## src/rtl/phy_rst_seq_pkg.sv

```systemverilog
// Shared constants for the PHY reset sequencer: state encodings,
// 125 MHz default cycle counts and the saturating counter helper.
package phy_rst_seq_pkg;

    typedef enum logic [1:0] {
        ST_ASSERT = 2'd0,
        ST_WAIT   = 2'd1,
        ST_RUN    = 2'd2
    } state_t;

    // 10 ms and 50 ms at 125 MHz
    localparam int unsigned DEF_RST_ASSERT_CYC  = 1_250_000;
    localparam int unsigned DEF_RST_RELEASE_CYC = 6_250_000;
    localparam int unsigned DEF_CNT_W           = 24;

    localparam int unsigned INT_CNT_W = 8;

    function automatic logic [INT_CNT_W-1:0] sat_inc(input logic [INT_CNT_W-1:0] v);
        return (v == '1) ? v : v + INT_CNT_W'(1);
    endfunction

endpackage

```

## src/rtl/phy_rst_seq_if.sv

```systemverilog
// Board-pin side of the PHY reset sequencer: request/interrupt inputs,
// reset outputs and interrupt event reporting.
interface phy_rst_seq_if;
    import phy_rst_seq_pkg::*;

    logic                 sw_rst_req;
    logic                 phy_int_n;
    logic                 phy_rstn;
    logic                 mac_rst;
    logic                 ready;
    logic                 int_pulse;
    logic [INT_CNT_W-1:0] int_cnt;

    modport master (
        output sw_rst_req,
        output phy_int_n,
        input  phy_rstn,
        input  mac_rst,
        input  ready,
        input  int_pulse,
        input  int_cnt
    );

    modport slave (
        input  sw_rst_req,
        input  phy_int_n,
        output phy_rstn,
        output mac_rst,
        output ready,
        output int_pulse,
        output int_cnt
    );

endinterface

```

## src/rtl/phy_rst_seq_sync_2ff.sv

```systemverilog
// Two-flop synchroniser for asynchronous board pins; both stages reset
// to the pin's idle level INIT.
module sync_2ff #(
    parameter logic INIT = 1'b1
) (
    input  logic clk,
    input  logic rst,
    input  logic d,
    output logic q
);

    logic meta;

    always_ff @(posedge clk or posedge rst) begin
        if (rst) begin
            meta <= INIT;
            q    <= INIT;
        end else begin
            meta <= d;
            q    <= meta;
        end
    end

endmodule

```

## src/rtl/phy_rst_seq.sv

```systemverilog
// PHY/MAC reset bring-up sequencer with PHY interrupt edge supervision.
// All outputs are registered from the next-state decode.
module phy_rst_seq
    import phy_rst_seq_pkg::*;
#(
    parameter int unsigned RST_ASSERT_CYC  = DEF_RST_ASSERT_CYC,
    parameter int unsigned RST_RELEASE_CYC = DEF_RST_RELEASE_CYC,
    parameter int unsigned CNT_W           = DEF_CNT_W
) (
    input logic         clk,
    input logic         rst,
    phy_rst_seq_if.slave bus
);

    localparam logic [CNT_W-1:0] ASSERT_LAST  = CNT_W'(RST_ASSERT_CYC - 1);
    localparam logic [CNT_W-1:0] RELEASE_LAST = CNT_W'(RST_RELEASE_CYC - 1);

    state_t               state_q, state_d;
    logic [CNT_W-1:0]     cnt_q, cnt_d;
    logic                 phy_rstn_q, phy_rstn_d;
    logic                 mac_rst_q, mac_rst_d;
    logic                 ready_q, ready_d;
    logic                 int_pulse_q, int_pulse_d;
    logic [INT_CNT_W-1:0] int_cnt_q, int_cnt_d;

    logic int_sync;
    logic int_prev;
    logic int_fall;

    sync_2ff #(.INIT(1'b1)) u_int_sync (
        .clk (clk),
        .rst (rst),
        .d   (bus.phy_int_n),
        .q   (int_sync)
    );

    always_ff @(posedge clk or posedge rst) begin
        if (rst) begin
            int_prev <= 1'b1;
        end else begin
            int_prev <= int_sync;
        end
    end

    assign int_fall = int_prev & ~int_sync;

    always_comb begin
        state_d     = state_q;
        cnt_d       = '0;
        int_pulse_d = 1'b0;
        int_cnt_d   = int_cnt_q;

        case (state_q)
            ST_ASSERT: begin
                // A request here only restarts the low period
                if (bus.sw_rst_req) begin
                    cnt_d = '0;
                end else if (cnt_q == ASSERT_LAST) begin
                    state_d = ST_WAIT;
                end else begin
                    cnt_d = cnt_q + CNT_W'(1);
                end
            end
            ST_WAIT: begin
                if (bus.sw_rst_req) begin
                    state_d = ST_ASSERT;
                end else if (cnt_q == RELEASE_LAST) begin
                    state_d = ST_RUN;
                end else begin
                    cnt_d = cnt_q + CNT_W'(1);
                end
            end
            ST_RUN: begin
                if (bus.sw_rst_req) begin
                    state_d = ST_ASSERT;
                end else if (int_fall) begin
                    int_pulse_d = 1'b1;
                    int_cnt_d   = sat_inc(int_cnt_q);
                end
            end
            default: begin
                state_d = ST_ASSERT;
            end
        endcase

        if (bus.sw_rst_req) begin
            int_cnt_d = '0;
        end

        phy_rstn_d = (state_d != ST_ASSERT);
        mac_rst_d  = (state_d != ST_RUN);
        ready_d    = (state_d == ST_RUN);
    end

    always_ff @(posedge clk or posedge rst) begin
        if (rst) begin
            state_q     <= ST_ASSERT;
            cnt_q       <= '0;
            phy_rstn_q  <= 1'b0;
            mac_rst_q   <= 1'b1;
            ready_q     <= 1'b0;
            int_pulse_q <= 1'b0;
            int_cnt_q   <= '0;
        end else begin
            state_q     <= state_d;
            cnt_q       <= cnt_d;
            phy_rstn_q  <= phy_rstn_d;
            mac_rst_q   <= mac_rst_d;
            ready_q     <= ready_d;
            int_pulse_q <= int_pulse_d;
            int_cnt_q   <= int_cnt_d;
        end
    end

    assign bus.phy_rstn  = phy_rstn_q;
    assign bus.mac_rst   = mac_rst_q;
    assign bus.ready     = ready_q;
    assign bus.int_pulse = int_pulse_q;
    assign bus.int_cnt   = int_cnt_q;

endmodule

```

## src/flat_wrapper.sv

```systemverilog
// flat-port wrapper written by rule: the top's interface ports become plain ports
module phy_rst_seq_flat import phy_rst_seq_pkg::*;
#(
    parameter int unsigned RST_ASSERT_CYC  = DEF_RST_ASSERT_CYC,
    parameter int unsigned RST_RELEASE_CYC = DEF_RST_RELEASE_CYC,
    parameter int unsigned CNT_W           = DEF_CNT_W
)
  (clk, rst, bus_sw_rst_req, bus_phy_int_n, bus_phy_rstn, bus_mac_rst, bus_ready, bus_int_pulse, bus_int_cnt);
  phy_rst_seq_if bus_i ();
  input logic clk;
  input logic rst;
  input wire logic [$bits(bus_i.sw_rst_req)-1:0] bus_sw_rst_req;
  input wire logic [$bits(bus_i.phy_int_n)-1:0] bus_phy_int_n;
  output wire logic [$bits(bus_i.phy_rstn)-1:0] bus_phy_rstn;
  output wire logic [$bits(bus_i.mac_rst)-1:0] bus_mac_rst;
  output wire logic [$bits(bus_i.ready)-1:0] bus_ready;
  output wire logic [$bits(bus_i.int_pulse)-1:0] bus_int_pulse;
  output wire logic [$bits(bus_i.int_cnt)-1:0] bus_int_cnt;
  assign bus_i.sw_rst_req = bus_sw_rst_req;
  assign bus_i.phy_int_n = bus_phy_int_n;
  assign bus_phy_rstn = bus_i.phy_rstn;
  assign bus_mac_rst = bus_i.mac_rst;
  assign bus_ready = bus_i.ready;
  assign bus_int_pulse = bus_i.int_pulse;
  assign bus_int_cnt = bus_i.int_cnt;
  phy_rst_seq #(.RST_ASSERT_CYC(RST_ASSERT_CYC), .RST_RELEASE_CYC(RST_RELEASE_CYC), .CNT_W(CNT_W)) u_core (.clk(clk), .rst(rst), .bus(bus_i));
endmodule
```

## config.mk

```make
export PLATFORM = sky130hd
export DESIGN_NAME = phy_rst_seq_flat
export DESIGN_NICKNAME = d
export VERILOG_FILES = /design/src/rtl/phy_rst_seq_pkg.sv /design/src/rtl/phy_rst_seq_if.sv /design/src/rtl/phy_rst_seq_sync_2ff.sv /design/src/rtl/phy_rst_seq.sv /design/src/flat_wrapper.sv
export SDC_FILE = /design/constraint.sdc
export NUM_CORES = 1
export LEC_CHECK = 0
export ABC_AREA = 1
export BUFFER_PORTS_ARGS = -buffer_cell sky130_fd_sc_hd__clkbuf_2
export CORE_MARGIN = 2
export CORE_UTILIZATION = 60
export CTS_CLUSTER_SIZE = 25
export DETAILED_ROUTE_END_ITERATION = 8
export PLACE_DENSITY = 0.91
export SLEW_MARGIN = 20
export SYNTH_ARGS = -nofsm -noshare
export SYNTH_HDL_FRONTEND = slang
export SYNTH_SLANG_ARGS = --single-unit
```

## constraint.sdc

```tcl
create_clock -name clk -period 1.9 [get_ports clk]
set_input_delay 0.19 -clock clk [delete_from_list [all_inputs] [get_ports clk]]
set_output_delay 0.19 -clock clk [all_outputs]
set_load 0.01 [all_outputs]
```

== Word level (Yosys, flattened, before mapping) ==
Cells that the tools add are included.
Word-level totals
  output and inout port bits: 12
  flip-flop bits (word level): 41
  word-level logic and storage cells: 45
  input port bits: 4
Cells by class
  reduce and logical (&&, ||, !) cells: 5
  equal/unequal tests: 8
  $add $sub $neg: 2
  multiplexer cells: 18
  bitwise gates (word level): 2
Operators with widths (count)
  2-to-1 mux 24 bit: 4
  case mux 24 bit (2 select lines): 1
  2-to-1 mux 8 bit: 4
  adder 24 x 1 -> 24 bit (second input constant): 1
  equality test 24 x 21 -> 1 bit (second input constant): 1
  equality test 24 x 23 -> 1 bit (second input constant): 1
  2-to-1 mux 2 bit: 5
  adder 8 x 1 -> 8 bit (second input constant): 1
  equality test 8 bit (second input constant): 1
  case mux 2 bit (3 select lines): 1
  nonzero test 2 bit: 3
  equality test 2 bit (second input constant): 2
  != test 2 bit (second input constant): 2
  2-to-1 mux 1 bit: 3
  AND reduction 3 bit: 1
  equality test 2 x 1 -> 1 bit (second input constant): 1
  logical NOT 2 bit: 1
  AND 1 bit: 1
  inverter 1 bit: 1

== Logic depth before layout (Yosys ltp) ==
Gate-level depths: netlist of run 1.
  word-level depth: 5
  mapped depth: 11
  gate-level depth less buffers: 10

== Cells and area by module ==
A second synthesis of run 1 with hierarchy kept.
Unflattened totals
  cell total of the unflattened synthesis: 295
  area total of the unflattened synthesis: 2366.0 µm²
Modules (own cells, without submodules)
  phy_rst_seq: seq. area each 978.4 µm², times used 1, cells each 292, area an instance 2309.7 µm²
  sync_2ff: seq. area each 52.6 µm², times used 1, cells each 3, area an instance 56.3 µm²

== Worst setup path before layout of run 1 ==
OpenSTA, ideal clock, no wires.
  path type: reg-to-reg
  start point: register u_core.cnt_q[0]
  end point: register u_core.cnt_q[14]
  setup slack: 0.382 ns
  stages on the path, launching flop included: 12
  setup time: 0.122 ns
  required time: 1.778 ns
  arrival: 1.396 ns
  period minus slack after synthesis: 1.518 ns
  path buffers: 1
  path through: dfrtp_1 > ha_1 > nand2_2 > nor2_4 > nand3_1 > nor2_1 > nand2_1 > nand2_2 > nand2_4 > clkinv_4 > buf_12 > nor2_2
On the way
  cells in the longest elaborated chain, start to end: 4
  elaborated cells on any way between the ends: 8
  those cells by class: 1 x add/sub; 2 x eq/ne; 5 x mux
Ends and longest elaborated chain
  from (decl): RTL line phy_rst_seq.sv:19  | logic [CNT_W-1:0] cnt_q, cnt_d;
  from (signal assigned): RTL line phy_rst_seq.sv:106  | cnt_q <= cnt_d;
  adder 24 x 1 -> 24 bit (tied with other cells): RTL line phy_rst_seq.sv:61, phy_rst_seq.sv:70
  2-to-1 mux 24 bit (on tied branches): RTL line phy_rst_seq.sv:67, phy_rst_seq.sv:58
  2-to-1 mux 24 bit (on tied branches): RTL line phy_rst_seq.sv:65, phy_rst_seq.sv:56
  case mux 24 bit (2 select lines) *: RTL line phy_rst_seq.sv:53  | case (state_q)
  net u_core.cnt_d[14]: RTL line phy_rst_seq.sv:19
The timed path passes the listed nets; every way through them passes the cells marked *.
A chain may end at the register's enable or synchronous reset.

== Final worst setup path of run 1 ==
  start point: register u_core.cnt_q[0]
  end point: register u_core.cnt_q[19]
The elaborated chain is that of the path after synthesis.

==> results of run 1 <==
how the worst min path moves through the flow:
stage	slack (ns)	depth (start not counted)	to	startpoint
3_5_place_dp	0.28	1	u_core.u_int_sync.meta	bus_phy_int_n
4_1_cts	0.14	2	u_core.bus.int_cnt[2]	bus_sw_rst_req
2_1_floorplan	0.19	0	u_core.u_int_sync.meta	bus_phy_int_n
6_report	0.16	2	u_core.bus.int_cnt[2]	bus_sw_rst_req
3_3_place_gp	0.28	1	u_core.u_int_sync.meta	bus_phy_int_n
5_1_grt	0.16	2	u_core.bus.int_cnt[2]	bus_sw_rst_req
kinds of logic (layout without fill, tap and decap cells):
family                     after synthesis  in the layout
xor gates and xnor gates                15             15
buffers and inverters                   37             61
AOI/OAI and AO/OA                       15             15
DFF                                     41             41
and+or+nand+nor                        167            167
adders and majority gates                2              2
metrics by stage:
step	total power, mW	setup slack (ns)
6_report	1.636	0.2058
5_1_grt	1.695	0.01893
4_1_cts	1.656	0.1641
3_5_place_dp	0.9642	0.1763
3_3_place_gp	0.9624	0.2473
2_1_floorplan	0.9567	0.3819
layer usage:
layer  track usage, %  vias to the layer above
li1                 -                      908
met1            26.30                      845
met2            37.76                       40
met3            5.479                        7
met4            12.24                        0
met5                0                        -
synthesized netlist by cell type:
master | number | area share [%]
nand2_1 | 58 | 9.7
nor2_1 | 40 | 6.7
dfrtp_1 | 37 | 41
inv_1 | 33 | 5.5
nand3_1 | 23 | 5.1
nor2_2 | 23 | 6.4
xor2_1 | 10 | 3.9
nand2_2 | 6 | 1.7
a21oi_1 | 5 | 1.1
xnor2_1 | 5 | 1.9
dfstp_2 | 4 | 4.7
nand4_1 | 4 | 1.1
nor3_1 | 4 | 0.89
o21ai_0 | 4 | 0.89
nand3_2 | 3 | 1.3
buf_12 | 2 | 1.8
ha_1 | 2 | 1.1
nor2_4 | 2 | 1.0
a21o_1 | 1 | 0.33
a21oi_2 | 1 | 0.39
a31oi_1 | 1 | 0.28
and3_1 | 1 | 0.28
clkinv_4 | 1 | 0.39
inv_2 | 1 | 0.17
nand2_4 | 1 | 0.50
nor3_4 | 1 | 0.72
nor4_1 | 1 | 0.28
o21ai_1 | 1 | 0.22
o21ai_2 | 1 | 0.39
o31ai_1 | 1 | 0.33
flip-flops by register name, indices dropped and copies added, names as in the netlist:
name / count
u_core.bus.mac_rst: 1
u_core.bus.ready: 1
u_core.cnt_q: 24
u_core.bus.int_pulse: 1
u_core.bus.int_cnt: 8
u_core.state_q: 2
u_core.u_int_sync.meta: 1
u_core.int_prev: 1
u_core.u_int_sync.q: 1
u_core.bus.phy_rstn: 1
layout make-up:
| cell class | instances | area share, % |
|---|---|---|
| repair buffers | 18 | 4.125 |
| multi-input cells | 199 | 42.10 |
| inverters | 35 | 5.583 |
| well taps | 48 | 2.414 |
| flip-flops and latches | 41 | 41.45 |
| clock inverters | 2 | 1.408 |
| clock buffers | 6 | 2.917 |
critical path, stage by stage, from the launching register on:
cell,delay [ns]
dfrtp_1,0.40
ha_1,0.21
nand2_2,0.08
nor2_4,0.17
nand3_1,0.09
nor2_1,0.13
nand2_1,0.08
nand2_2,0.09
nand2_4,0.08
inv_8,0.17
nor2_1,0.08
power breakdown:
group          switching [mW]  internal, mW  total, mW
clock                   0.295         0.390      0.685
sequential            0.00619         0.883      0.889
combinational          0.0443        0.0170     0.0613
total                   0.346          1.29       1.64
timing repair:
action	in CTS	in global routing
setup buffers	0	0
setup endpoints to repair	0	2
hold endpoints to repair	12	0
resized for setup	0	1
hold buffers	2	0
==> results by group, run 1 <==
Outcome
  – Status: completed

Setup path
  – Crit path kind: reg2reg
  – Reg2Reg Setup Slack: 0.21 ns
  – FF-to-FF Start: u_core.cnt_q[0]
  – Critical path launch point type: flip-flop
  – Peak fanout along the critical path: 22
  – CP endpoint kind: flip-flop
  – Terminus of the critical flop-to-flop path: u_core.cnt_q[19]
  – CP startpoint: u_core.cnt_q[0]
  – R2r worst-path depth: 10
  – CP Data Required Time: 2.08 ns
  – Critical Path AT: 1.87 ns
  – Critical Path Sink: u_core.cnt_q[19]

Floorplanning
  – Chip height: about 65 um
  – Cell row count: 22
  – Initial core utilization: 62.05%
  – Die width: 65.30 um
  – Core ar.: 3633 um^2
  – IO Count: 16
  – Die ar.: between 4000 and 5000 um^2

Power
  – Max IR drop VDD: 428.0 uV
  – Lkg Pwr: ~1.1 nW
  – Power density over the cells: around 660 nW/um^2

STA
  – Setup violators final: 0
  – Worst-Margin Slew: 0.5074 ns
  – Final clock skew: 0.01731 ns
  – Final Max Tran Viols: 0
  – TNS Setup: 0 ns
  – Final Hold Viols: 0
  – Slew headroom: 66.18%
  – Final Critical Period: 1.694 ns
  – Fmax: 590.2 MHz
  – Fin crit share: 89.17%
  – Worst hold slack: 0.1553 ns
  – RSZ-0062 raised after global routing: no

Synth
  – Synthesis Warnings: 0
  – Netlist cell types: 30
  – Adder-Cell Fraction of Synth Area: 1.110%
  – Sequential cell area fraction in the yosys report: 45.73%
  – Multiplexer share of the synthesized area: 0%
  – Simple-gate share of the synthesized area: a little over a third
  – Post-Synth XOR/XNOR Area: under 10%
  – Largest family of logic cells by synthesized area: simple AND/OR/NAND/NOR gates
  – Synth Area in Compound Gates: 3.940%
  – Post-Syn Area: 2255 um^2
  – Post-Syn Nets: 283
  – Syn Inst Count: around 280
  – Post-Syn Area per Cell: between 8 and 9 um^2
  – Synth Register Bits: 41

Final layout
  – FILL cells: between 200 and 300
  – Seq. cell area: 1031 um^2
  – Area of the multi-input gates: about 1000 um^2
  – Layout cells sized above 1: around 22%
  – Final #Nets: 306
  – Fin util: 68.46%
  – Final Instance Area: 2487 um^2
  – Number of diodes: 0
  – Most frequent cells in the layout: 58 x nand2_1, 40 x nor2_1, 37 x dfrtp_1
  – Synth-to-layout area growth: 10.32%
  – Commonest non-fill, non-tap cell in the layout: nand2_1
  – Finished Layout Cells: between 300 and 400

Route
  – Vias/cell: 5.158
  – Met2 Wirelength: 2140 um
  – DR iter-0 viols: ~140
  – Met1 wire length: 1811 um
  – DRC violations left: 0
  – Via Count: 1800
  – Top sig layer: met4
  – Post-route ant nets: 0
  – WL final: 4236 um
  – Routed WL per cell: 12.14 um
  – Routed wl met3: between 150 and 200 um
  – First-pass DRT Iterations: 4

Clock network
  – Root Driver: clkbuf_8
  – Clock Pin Slew Worst Setup and Hold Paths: 0.09 ns
  – CTS sink cnt: 41
  – TritonCTS clock tree: built
  – CTS Buf Count: 5
  – Clock buffer depth: 2
  – Worst-Skew Late Latency: 0.30 ns
  – H-tree depth: 2

Global route
  – Total gr overflow: 0
  – Pin count of the biggest net entering global routing: 42
  – Antenna violations before repair: 0
  – Vias in the first global route: 1703
  – First-pass GRT wire length: just over 7000 um
  – Gr usage total: 22.43%

Place
  – Placed cell areas: 2357 um^2
  – Inst Count DP: 339
  – Port Buffers: 15
  – Final HPWL DP: around 3100 um
  – Gpl congestion: 0.8807

Job
  – Max-cap violation count: 0

Min path
  – HP Class: in2reg
(Power assumes the default switching activity.)
==> run 2: changes to the inputs <==
--- a/config.mk
+++ b/config.mk
@@ -11,7 +11,7 @@
 export CORE_UTILIZATION = 60
 export CTS_CLUSTER_SIZE = 25
 export DETAILED_ROUTE_END_ITERATION = 8
-export PLACE_DENSITY = 0.91
+export PLACE_DENSITY_LB_ADDON = 0.12
 export SLEW_MARGIN = 20
 export SYNTH_ARGS = -nofsm -noshare
 export SYNTH_HDL_FRONTEND = slang
==> run 2 against run 1 <==
Effect of this change: critical endpoint unchanged; setup slack got worse by 0.032 ns; cell count is 0.29% higher; maximum frequency decreased by 1.8%; global-route usage is 0.23 points higher; largest power group unchanged; register-to-register slack got worse by 0.03 ns; total power up 2.1%; flip-flop and latch count is the same; combinational power increased by 2%; clock skew is 0.011 ns lower; count of clock-buffer cells in the layout grew 1; worst hold slack better by 0.0055 ns; non-clock buffer count increased by 1.
==> results by group, run 2 (synthesized netlist as in run 1, its figures left out) <==
Global route
  – Vias in the first global route: 1656 (-2.8%)
  – First-pass GRT wire length: 7320 um (+2.3%)
  – Antenna violations before repair: 0 (unchanged)
  – Pin count of the biggest net entering global routing: 23 (-45%)
  – Gr usage total: 22.66% (+0.23 points)
  – Total gr overflow: 0 (unchanged)

Place
  – Setup WS pre-CTS: 0.1639 ns (-0.01239 ns)
  – Final HPWL DP: 3084 um (+0.92%)
  – Port Buffers: 15 (unchanged)
  – Inst Count DP: 340 (+0.29%)
  – Gpl congestion: 0.8652 (-1.8%)

Final layout
  – Fin util: 68.91% (+0.45 points)
  – Finished Layout Cells: 350 (+0.29%)
  – Most flop-heavy register: u_core.cnt_q
  – Commonest non-fill, non-tap cell in the layout: nand2_1
  – Final #Nets: 307 (+0.33%)
  – Number of diodes: 0 (unchanged)
  – FILL cells: 313 (+5.0%)
  – Area of the multi-input gates: 1047 um^2 (unchanged)
  – Layout cells sized above 1: 22.52% (+0.26 points)
  – Most frequent cells in the layout: 58 x nand2_1, 40 x nor2_1, 37 x dfrtp_1
  – Seq. cell area: 1031 um^2 (unchanged)
  – Max reg flops: 24 (unchanged)
  – Synth-to-layout area growth: 11.04%

Route
  – DRC violations left: 0 (unchanged)
  – First-pass DRT Iterations: 5 (+1)
  – Vias/cell: 5.083 (-1.4%)
  – Post-route ant nets: 0 (unchanged)
  – Routed WL per cell: 11.69 um (-3.7%)
  – WL final: 4090 um (-3.4%)
  – Via Count: 1779 (-1.2%)
  – DR iter-0 viols: 92 (-33%)

Setup path
  – Crit path kind: reg2reg
  – Peak fanout along the critical path: 22 (unchanged)
  – CP Data Required Time: 2.08 ns (about the same)
  – Critical path launch point type: flip-flop
  – Worst path cell trace: ha_1 > nand2_2 > nor2_4 > nand3_1 > nor2_1 > nand2_1 > nand2_2 > nand2_4 > inv_8 > nor2_1
  – Critical path's largest stage delay: 0.40 ns (about the same)
  – Crit path max-delay cell type: dfrtp_1
  – Critical Path AT: 1.90 ns (+0.03 ns)
  – CP endpoint kind: flip-flop

STA
  – Fin crit share: 90.83% (+1.7 points)
  – Final Hold Viols: 0 (unchanged)
  – Worst-Margin Slew: 0.5151 ns (+0.007741 ns)
  – Setup violators final: 0 (unchanged)
  – RSZ-0062 raised after global routing: no
  – Fmax: 579.5 MHz (-1.8%)
  – Final Max Tran Viols: 0 (unchanged)
  – Fin worst setup slack: 0.1742 ns (-0.03156 ns)
  – TNS Setup: 0 ns (unchanged)
  – Final clock skew: 0.006352 ns (-0.01096 ns)
  – Final Critical Period: 1.726 ns (+0.03156 ns)
  – Worst hold slack: 0.1608 ns (+0.005480 ns)
  – Slew headroom: 65.62% (-0.55 points)

Floorplanning
  – Die width: 65.30 um (unchanged)
  – Cell row count: 22 (unchanged)
  – Initial core utilization: 62.05% (unchanged)
  – Chip height: 65.30 um (unchanged)
  – IO Count: 16 (unchanged)
  – Core ar.: 3633 um^2 (unchanged)
  – Die ar.: 4264 um^2 (unchanged)

Clock network
  – CTS Buf Count: 5 (unchanged)
  – Root Driver: clkbuf_8
  – Clock buffer depth: 2 (unchanged)
  – TritonCTS clock tree: built
  – Worst-Skew Late Latency: 0.29 ns (about the same)
  – CTS sink cnt: 41 (unchanged)
  – Post-CTS setup buffer count: 0 (unchanged)
  – H-tree depth: 2 (unchanged)
  – Clock Pin Slew Worst Setup and Hold Paths: 0.08 ns (about the same)

Power
  – Lkg Pwr: 1.152 nW (+0.71%)
  – Power density over the cells: 667.3 nW/um^2 (+1.5%)
  – Max IR drop VDD: 544.1 uV (+27%)

Outcome
  – Status: completed

Min path
  – HP Class: in2reg

Job
  – Max-cap violation count: 0 (unchanged)
-- run 2: cell count changes in the layout (fill, tap and decap cells not counted), sizes merged --
cell / previous run / this run
clkbuf: 21 / 22
clkinv: 1 / 0
buf: 1 / 2
-- run 2: metrics by stage --
step | power, mW | cell area [um^2]
2_1_floorplan | 0.9567 | 2255
3_3_place_gp | 0.9650 | 2365
3_5_place_dp | 0.9659 | 2365
4_1_cts | 1.688 | 2501
5_1_grt | 1.736 | 2504
6_report | 1.671 | 2504
-- run 2: worst max-delay path, delay by kind of cell (launching register included) --
family | cells | cell delay, ns
buffers and inverters | 1 | 0.17
and+or+nand+nor | 8 | 0.81
DFF | 1 | 0.40
adders and majority gates | 1 | 0.22
-- run 2: what timing repair did --
item                                    4_1_cts  5_1_grt
resized for setup                             0        1
endpoints found under the hold margin        14        0
hold buffers                                  2        0
endpoints found under the setup margin        0        2
-- run 2: path summary, 6_finish.rpt --
| kind | from | endpoint | slack [ns] | cells after the start |
|---|---|---|---|---|
| hold reg to reg | u_core.u_int_sync.meta | u_core.u_int_sync.q | 0.36 | 0 |
| max in group asynchronous | rst | u_core.u_int_sync.meta | 0.78 | 4 |
| min in group asynchronous | rst | u_core.cnt_q[5] | 0.46 | 3 |
| setup / recovery | u_core.cnt_q[0] | u_core.cnt_q[19] | 0.17 | 10 |
| hold / removal | bus_sw_rst_req | u_core.bus.int_cnt[2] | 0.16 | 2 |
| setup reg to reg | u_core.cnt_q[0] | u_core.cnt_q[19] | 0.17 | 10 |
-- run 2: report_power, final --
part,total [mW],internal (mW),switching [mW]
clock,0.719,0.428,0.291
sequential,0.889,0.883,0.00616
combinational,0.0624,0.0183,0.0441
-- run 2: layout make-up --
type | count | share of cell area, %
tap | 48 | 2.399
multi-input combinational | 199 | 41.83
clock inverter | 1 | 1.199
timing repair buffer | 19 | 4.398
sequential | 41 | 41.18
inverter | 35 | 5.547
clock buffer | 7 | 3.448
-- run 2: routing by layer --
metal | up-vias | wire length, um | GRT usage (%) | share of wire, %
met2 | 30 | 1979 | 37.76 | 48
met3 | 7 | 154 | 5.479 | 3.8
met5 | - | 0 | 0 | 0
met1 | 828 | 1867 | 28.49 | 46
li1 | 914 | - | - | -
met4 | 0 | 88 | 8.854 | 2.2
